--- config.mk ---
export PLATFORM = sky130hd
export DESIGN_NAME = ifetch_prefetch_unit
export DESIGN_NICKNAME = d
export VERILOG_FILES = /design/src/rtl/ifetch_prefetch_unit.sv
export SDC_FILE = /design/constraint.sdc
export NUM_CORES = 1
export LEC_CHECK = 0
export ABC_AREA = 0
export BUFFER_PORTS_ARGS = -buffer_cell sky130_fd_sc_hd__buf_2
export CORE_MARGIN = 2
export CORE_UTILIZATION = 59
export CTS_CLUSTER_SIZE = 25
export DETAILED_ROUTE_END_ITERATION = 12
export PLACE_DENSITY = 0.8
export SETUP_SLACK_MARGIN = 0.02
export SLEW_MARGIN = 30
export SYNTH_ARGS = -nofsm -noshare
export SYNTH_HDL_FRONTEND = slang
export SYNTH_SLANG_ARGS = --single-unit
--- constraint.sdc ---
create_clock -name clk -period 4 [get_ports clk]
set_clock_uncertainty 0.15 [all_clocks]
set_input_delay 0.8 -clock clk [delete_from_list [all_inputs] [get_ports clk]]
set_output_delay 0.8 -clock clk [all_outputs]
set_load 0.005 [all_outputs]
--- src/rtl/ifetch_prefetch_unit.sv ---
// ifetch_prefetch_unit: in-order instruction prefetcher with a DEPTH-entry
// queue toward decode, credit-limited issue and post-redirect draining.
//
// Ports:
//   clk, reset          clock; asynchronous active-low reset
//   fetch_en            permits issue of new fetch requests
//   mem_req_valid/ready request handshake, mem_req_addr = fetch address
//   mem_rsp_valid/data  in-order instruction return, one per accepted request
//   redirect_valid/pc   branch or exception redirect, wins over all events
//   dec_valid/ready     queue head handshake toward decode
//   dec_instr, dec_pc   queue head instruction and its address
//   perf_fetch_cnt      accepted requests        (IFETCH_PERF_CNT_EN only)
//   perf_stall_cnt      FETCH cycles, head empty (IFETCH_PERF_CNT_EN only)
//
// Optional feature macro: IFETCH_PERF_CNT_EN adds the two perf counters.

module ifetch_prefetch_unit #(
   parameter int unsigned       ADDR_W   = 32,
   parameter int unsigned       INSTR_W  = 32,
   parameter int unsigned       DEPTH    = 4,
   parameter logic [ADDR_W-1:0] RESET_PC = '0
) (
   input  logic               clk,
   input  logic               reset,
   input  logic               fetch_en,
   output logic               mem_req_valid,
   input  logic               mem_req_ready,
   output logic [ADDR_W-1:0]  mem_req_addr,
   input  logic               mem_rsp_valid,
   input  logic [INSTR_W-1:0] mem_rsp_data,
   input  logic               redirect_valid,
   input  logic [ADDR_W-1:0]  redirect_pc,
   output logic               dec_valid,
   input  logic               dec_ready,
   output logic [INSTR_W-1:0] dec_instr,
   output logic [ADDR_W-1:0]  dec_pc
`ifdef IFETCH_PERF_CNT_EN
   ,
   output logic [31:0]        perf_fetch_cnt,
   output logic [31:0]        perf_stall_cnt
`endif
);

   localparam int unsigned PW = (DEPTH > 1) ? $clog2(DEPTH) : 1;
   localparam int unsigned CW = PW + 1;
   localparam logic [ADDR_W-1:0] STEP = ADDR_W'(INSTR_W / 8);

   typedef enum logic [1:0] {
      ST_IDLE  = 2'd0,
      ST_FETCH = 2'd1,
      ST_DRAIN = 2'd2
   } state_e;

   state_e              state_q, state_d;
   logic [ADDR_W-1:0]   pc_q, pc_d;
   logic [ADDR_W-1:0]   rsp_pc_q, rsp_pc_d;
   logic                pend_q, pend_d;
   logic [CW-1:0]       out_q, out_d;
   logic [CW-1:0]       drop_q, drop_d;
   logic [CW-1:0]       cnt_q, cnt_d;
   logic [PW-1:0]       wptr_q, wptr_d;
   logic [PW-1:0]       rptr_q, rptr_d;
   logic [INSTR_W-1:0]  q_instr_q [DEPTH];
   logic [ADDR_W-1:0]   q_pc_q    [DEPTH];

   logic credit_ok;
   logic req_valid;
   logic accept;
   logic drop_rsp;
   logic push;
   logic pop;

   // Credits count both in-flight responses and queued entries, so an
   // arriving response always finds a free slot.
   assign credit_ok = (32'(out_q) + 32'(cnt_q)) < DEPTH;

   // Once offered, a request stays up until taken even if fetch_en drops;
   // only a redirect may pull it back.
   assign req_valid = (state_q == ST_FETCH) && !redirect_valid &&
                      (pend_q || (fetch_en && credit_ok));

   assign accept   = req_valid && mem_req_ready;
   assign drop_rsp = mem_rsp_valid && (redirect_valid || (drop_q != '0));
   assign push     = mem_rsp_valid && !drop_rsp;
   assign pop      = dec_valid && dec_ready && !redirect_valid;

   assign mem_req_valid = req_valid;
   assign mem_req_addr  = req_valid ? pc_q : '0;
   assign dec_valid     = (cnt_q != '0);
   assign dec_instr     = dec_valid ? q_instr_q[rptr_q] : '0;
   assign dec_pc        = dec_valid ? q_pc_q[rptr_q] : '0;

   always_comb begin
      out_d    = out_q + CW'(accept) - CW'(mem_rsp_valid);
      drop_d   = drop_q;
      pc_d     = pc_q;
      rsp_pc_d = rsp_pc_q;
      pend_d   = req_valid && !mem_req_ready;
      cnt_d    = cnt_q + CW'(push) - CW'(pop);
      wptr_d   = wptr_q + PW'(push);
      rptr_d   = rptr_q + PW'(pop);
      state_d  = state_q;

      if (redirect_valid) begin
         // Everything still owed belongs to the old stream.
         drop_d   = out_q - CW'(mem_rsp_valid);
         pc_d     = redirect_pc;
         rsp_pc_d = redirect_pc;
         cnt_d    = '0;
         wptr_d   = '0;
         rptr_d   = '0;
      end else begin
         if (mem_rsp_valid && (drop_q != '0)) begin
            drop_d = drop_q - CW'(1);
         end
         if (accept) begin
            pc_d = pc_q + STEP;
         end
         // Surviving responses map to consecutive addresses from the
         // last redirect, so the response pc is a running counter.
         if (push) begin
            rsp_pc_d = rsp_pc_q + STEP;
         end
      end

      unique case (1'b1)
         (state_q == ST_IDLE): state_d = ST_FETCH;
         default:              state_d = (drop_d != '0) ? ST_DRAIN
                                                         : ST_FETCH;
      endcase
   end

   always_ff @(posedge clk or negedge reset) begin
      if (!reset) begin
         state_q  <= ST_IDLE;
         pc_q     <= RESET_PC;
         rsp_pc_q <= RESET_PC;
         pend_q   <= 1'b0;
         out_q    <= '0;
         drop_q   <= '0;
         cnt_q    <= '0;
         wptr_q   <= '0;
         rptr_q   <= '0;
         for (int i = 0; i < int'(DEPTH); i++) begin
            q_instr_q[i] <= '0;
            q_pc_q[i]    <= '0;
         end
      end else begin
         state_q  <= state_d;
         pc_q     <= pc_d;
         rsp_pc_q <= rsp_pc_d;
         pend_q   <= pend_d;
         out_q    <= out_d;
         drop_q   <= drop_d;
         cnt_q    <= cnt_d;
         wptr_q   <= wptr_d;
         rptr_q   <= rptr_d;
         if (push) begin
            q_instr_q[wptr_q] <= mem_rsp_data;
            q_pc_q[wptr_q]    <= rsp_pc_q;
         end
      end
   end

`ifdef IFETCH_PERF_CNT_EN
   logic [31:0] pfetch_q;
   logic [31:0] pstall_q;

   always_ff @(posedge clk or negedge reset) begin
      if (!reset) begin
         pfetch_q <= '0;
         pstall_q <= '0;
      end else begin
         pfetch_q <= pfetch_q + 32'(accept);
         pstall_q <= pstall_q +
                     32'((state_q == ST_FETCH) && !dec_valid);
      end
   end

   assign perf_fetch_cnt = pfetch_q;
   assign perf_stall_cnt = pstall_q;
`endif

   a_no_overflow: assert property (
      @(posedge clk) disable iff (!reset)
      !(push && (cnt_q == CW'(DEPTH)))
   );

endmodule

==> out/results.ini, run 1 <==
[status]
outcome=completed

[floorplan]
dieArea_um2=28760
rows=60
core_um2=26950
die_x_um=169.6
start_util_pct=60.02
fp.dieH_um=169.6
ios=169

[yosys]
synthFlopType=dfrtp_1
synthTopCellsByArea=dfrtp_1 52%, mux2_2 18%, mux4_2 8.9%, and2_1 2.6%, xnor2_1 1.5%
syn-num-nets=1310
syn_avg_cell_area_um2=13.23
yosysTopAreaCell=dfrtp_1
synth_cell_types=55
synth.most_common_cell=dfrtp_1
ys_seq_area_share_pct=51.98
yosys_warnings=0
synth_seq_cells=336
synth_edf_count=0
async_flop_share_pct=100.0
synth_top_area_share_pct=51.98
syn_area_um2=16180
synthTopCellsByCount=336 x dfrtp_1, 256 x mux2_2, 66 x and2_1
syn_inst=1223

[cts]
ctsResizeCount=0
numCtsBuffers=35
post_cts_buffers=0
ctsHtreeMaxLevel=2
hold_buffers=0
path_clk_slew_ps=60
cts_buffer_depth=3
cts_tree=done
cts_root_buf=clkbuf_16
insertion_delay_ps=510
cts_sinks=336

[sta]
finalMaxSlewViolations=0
fin_ws_ps=434.0
final.setup.tns_ps=0
worst_pin_slew_ps=913.7
grt_setup_unrepaired=no
finalHoldViolCount=0
slew_headroom_pct=38.67
fin_crit_ps=3566
min_period_over_period_pct=89.15
hold_slack_ps=182.1
max_clock_freq_mhz=280.4
setup_viol=0

[critical_path]
slowest_delay_ps=550
path_max_fanout=23
path_cells=ha_1 -> nor4b_2 -> o21a_1 -> and3_1 -> buf_2
crit_type=register to primary output
reg2reg_depth=10
rr_endpoint=out_q[2]
required_ps=3050
endpoint_kind=primary output
cp_top_family=simple AND/OR/NAND/NOR gates
cp_num_buf_inv=1
critical_path.startpoint_type=register
slowest_stage=o21a_1
r2r-start=out_q[2]
r2r_slack_ps=790
cp.arrival_ps=2620

[finish]
regArea_um2=8413
layout.cells.non_filler=1732
fillCellCount=1893
layout-drive-gt1-share_pct=41.84
final_nets=1453
design_area_um2=18510
area_delta_synth_final_pct=14.45
antenna_cells=0
multi_input_area_um2=7302

[min_path]
hp-class=input pin to asynchronous set/reset pin

[global_route]
grt_max_degree=106
antenna_found_initial=1
overflow=0
grt_pass1_wl_um=57260
grt_pass1_vias=10670
grt_usage_pct=25.08

[route]
drc=0
ant_nets=0
num_vias=10450
drtPass1Iterations=5
routed_wl_um=34970
drtIter0Drc=754
vias_per_cell=6.033
wl_per_cell_um=20.19

[pwr]
peakVddDrop_uv=432.4
power.density_nw_per_um2=535.3
p_leak_nw=8.896

[flow_run]
max_cap_violations=0

[placed_design]
pre_cts_ws_ps=567.9
placed_cells=1670
portBuffers=168
dpl-instance-area_um2=17380
dp_hpwl_um=22160
gp_congestion=0.8832

-- cell families after synthesis --
| family | Yosys count | share of synthesized area (%) |
|---|---|---|
| adders and majority gates | 16 | 1.330 |
| muxes | 331 | 27.44 |
| DFF | 336 | 51.98 |
| buffers and inverters | 113 | 2.970 |
| and+or+nand+nor | 298 | 10.45 |
| xor gates and xnor gates | 46 | 2.491 |
| AOI/OAI and AO/OA | 83 | 3.341 |
-- layout by cell type (no fill, tap or decap), types with 18 or more instances in the layout --
cell,n
buf_2,167
mux4_2,64
mux2_2,256
nor2_1,25
nor3_1,20
nand2_1,56
xor2_1,18
xnor2_1,28
clkbuf_16,36
inv_1,30
o21ai_0,33
and3_1,28
and2_1,66
nand3_1,33
dfrtp_1,334
-- flip-flops by register name, summed over array words and instances, names as in the netlist --
register / cells
state_q: 2
wptr_q: 2
out_q: 3
rsp_pc_q: 32
drop_q: 3
q_instr_q: 128
cnt_q: 3
q_pc_q: 128
rptr_q: 2
pc_q: 32
pend_q: 1
-- per-layer routing --
metal / GRT usage, % / wire, um / vias to the layer above
li1: - / - / 4719
met1: 36.51 / 15930 / 5369
met2: 40.02 / 16520 / 309
met3: 3.895 / 1846 / 52
met4: 6.429 / 673 / 0
met5: 0 / 0 / -
-- power by group --
group | switching, W | internal [W] | leakage (nW)
sequential | 0.000404 | 0.00392 | 4.43
clock | 0.00132 | 0.00189 | 0.560
combinational | 0.00105 | 0.00132 | 3.91
total | 0.00278 | 0.00713 | 8.90
-- area by class of cell --
type / instances / area share (%)
tap: 341 / 2.305
inverter: 30 / 0.6082
timing repair buffer: 189 / 6.055
multi-input combinational: 774 / 39.44
clock buffer: 45 / 5.156
sequential: 336 / 45.44
clock inverter: 17 / 0.9934
-- worst reg2reg max path, cell delays in order (launching register included) --
cell     delay (ps)
dfrtp_1         420
ha_1            320
nor4b_2         460
o211a_1         490
inv_1           120
ha_1            290
inv_1            40
ha_1            180
fa_1            380
xnor2_1         140
xnor2_1         120
-- per-stage QoR --
stage               util, %  total power, W
detailed placement    64.47        0.006769
global placement      64.47        0.006676
finish                68.70        0.009910
CTS                   68.70         0.01002
global route          68.70         0.01045
floorplan                 -        0.005892
-- worst max-delay path by stage --
stage                    from  slack [ps]               end  depth (start not counted)
2_1_floorplan  redirect_valid         930          out_q[2]                         11
3_3_place_gp   redirect_valid         630     mem_req_valid                          6
3_5_place_dp   redirect_valid         570     mem_req_valid                          6
4_1_cts              out_q[2]         420  mem_req_addr[13]                          5
5_1_grt              out_q[2]         230  mem_req_addr[28]                          5
6_report             out_q[2]         430  mem_req_addr[13]                          5
No activity file was read; power rests on OpenSTA's default activity.
==> inputs of run 2 (changes only) <==
- BUFFER_PORTS_ARGS: -buffer_cell sky130_fd_sc_hd__buf_2 -> default
- CORE_UTILIZATION: 59 -> 64
- DONT_BUFFER_PORTS: default -> 1
==> run 2 against run 1 <==
Against the previous run: first-iteration DRC count shrank 4.5%; largest cell class unchanged; highest routed layer is now met5; worst setup slack gained 100 ps; the run now ends with negative hold slack left; power shrank 1.1%.
==> out/results.ini, run 2 (synthesis results as in run 1) <==
[critical_path]
required_ps=3050  ; about the same
slowest_stage=o21a_1
endpoint_kind=primary output
path_cells=ha_1 -> nor4b_2 -> o21a_1 -> and3_1
path_max_fanout=23  ; unchanged
cp_top_family=simple AND/OR/NAND/NOR gates
slowest_delay_ps=530  ; -20 ps
cp_num_buf_inv=0  ; -1
crit_type=register to primary output
critical_path.startpoint_type=register
cp.arrival_ps=2520  ; -100 ps

[floorplan]
rows=58  ; -3.3%
die_x_um=163.0  ; -3.9%
ios=169  ; unchanged
fp.dieH_um=163.0  ; -3.9%
dieArea_um2=26560  ; -7.6%
core_um2=24960  ; -7.4%
start_util_pct=64.80  ; +4.8 points

[route]
wl_per_cell_um=22.21  ; +10%
drtIter0Drc=720  ; -4.5%
vias_per_cell=6.296  ; +4.4%
ant_nets=0  ; unchanged
num_vias=9772  ; -6.5%
drc=0  ; unchanged
drtPass1Iterations=5  ; unchanged
routed_wl_um=34470  ; -1.4%

[finish]
area_delta_synth_final_pct=9.220
largestRegisters=q_instr_q: 128 flops, q_pc_q: 128 flops
layout.cells.non_filler=1552  ; -10%
layout-drive-gt1-share_pct=34.12  ; -7.7 points
final_common_cell=dfrtp_1
antenna_cells=0  ; unchanged
design_area_um2=17670  ; -4.6%
final_nets=1284  ; -12%
final_cell_mix=334 x dfrtp_1, 256 x mux2_2, 66 x and2_1

[global_route]
grtUsageMet1_pct=36.25  ; -0.26 points
grt_usage_pct=26.45  ; +1.4 points
grt_use_met2_pct=43.84  ; +3.8 points
overflow=0  ; unchanged
grt_pass1_vias=10050  ; -5.8%
grt_pass1_wl_um=54970  ; -4.0%
grt_use_met3_pct=6.468  ; +2.6 points
antenna_found_initial=1  ; unchanged
top_usage_layer=met2
grt_max_degree=337  ; +220%

[cts]
numCtsBuffers=37  ; +5.7%
post_cts_buffers=0  ; unchanged
ctsResizeCount=0  ; unchanged
ctsHtreeMaxLevel=2  ; unchanged
path_clk_slew_ps=60  ; about the same
cts_sinks=336  ; unchanged
cts_tree=done
insertion_delay_ps=520  ; about the same
cts_buffer_depth=3  ; unchanged
cts_root_buf=clkbuf_16

[sta]
finalHoldViolCount=319  ; +319
min_period_over_period_pct=86.63  ; -2.5 points
finalMaxSlewViolations=0  ; unchanged
max_clock_freq_mhz=288.6  ; +2.9%
hold_slack_ps=-158.5  ; -340.6 ps
final.setup.tns_ps=0  ; unchanged
grt_setup_unrepaired=no
worst_pin_slew_ps=789.7  ; -124.1 ps
fin_ws_ps=534.8  ; +100.8 ps
fin_crit_ps=3465  ; -100.8 ps
setup_viol=0  ; unchanged
slew_headroom_pct=47.36  ; +8.7 points

[pwr]
switching_share_pct=26.63  ; -1.4 points
p_leak_nw=8.100  ; -8.9%
p_int_w=0.007194  ; +0.85%
power.density_nw_per_um2=555.0  ; +3.7%
p_switching_w=0.002612  ; -5.9%
seqPwrFrac_pct=43.9  ; +0.3 points
peakVddDrop_uv=327.6  ; -24%
pwr-share-clk_pct=35.6  ; +3.1 points
share_comb_of_total_power_pct=20.5  ; -3.4 points

[placed_design]
dpl-instance-area_um2=16410  ; -5.6%
pre_cts_ws_ps=806.3  ; +238.3 ps
gp_congestion=0.9005  ; +2.0%
dp_hpwl_um=21960  ; -0.89%
placed_cells=1488  ; -11%
portBuffers=0  ; -100%

[flow_run]
max_cap_violations=0  ; unchanged

[min_path]
hp-class=input pin to asynchronous set/reset pin

[status]
violations=negative hold slack
outcome=complete, but fails checks

==> run 2: cell count changes in the layout (fill, tap and decap cells not counted), sizes merged <==
cell,before,now
clkinvlp,2,1
bufinv,3,5
buf,189,18
inv,31,32
clkbuf,45,49
clkinv,11,7
==> run 2: final timing paths <==
check / startpoint / end / slack, ps / cells after the start
worst max-delay path: out_q[2] / mem_req_addr[20] / 530 / 4
worst min-delay path: reset / q_instr_q[104] / -160 / 0
worst max register to register: out_q[2] / out_q[2] / 820 / 10
worst min register to register: q_pc_q[64] / q_pc_q[64] / 330 / 2
max in group asynchronous: reset / rptr_q[0] / 3240 / 0
min in group clk: mem_req_ready / pend_q / 210 / 1
==> run 2: worst reg2reg max path: cells and delay by family, from the launching register on <==
kind,cells,cell delay [ps]
AO/OA/AOI/OAI,1,440
XOR/XNOR,2,270
adder cells (fa/ha/maj),4,1160
buffers and inverters,2,150
flip-flops,1,420
AND/OR/NAND/NOR,1,480
==> run 2: final cells by class <==
cell class	instances	area, um2
sequential	336	8413
multi-input combinational	774	7308
fill	1701	7296
clock buffer	49	1051
tap	330	412.9
clock inverter	15	210.2
timing repair buffer	18	160.2
inverter	30	112.6
==> run 2: per-layer routing <==
layer	vias up	part of all wire [%]
met5	-	0.038
met4	2	1.3
met3	36	6.8
met2	280	49
met1	5086	43
li1	4368	-
==> run 2: metrics by stage <==
stage	power (W)	util [%]
after floorplan	0.005892	-
after global placement	0.006307	65.72
after detailed placement	0.006404	65.72
after CTS	0.009911	70.77
after global routing	0.01027	70.77
final	0.009806	70.77
==> run 2: power groups by stage <==
stage | clock, W | sequential, W | combinational (W)
4_1_cts | 0.00355 | 0.00430 | 0.00206
6_report | 0.00349 | 0.00431 | 0.00201
3_5_place_dp | 0 | 0.00435 | 0.00205
2_1_floorplan | 0 | 0.00418 | 0.00171
3_3_place_gp | 0 | 0.00432 | 0.00199
5_1_grt | 0.00370 | 0.00437 | 0.00220
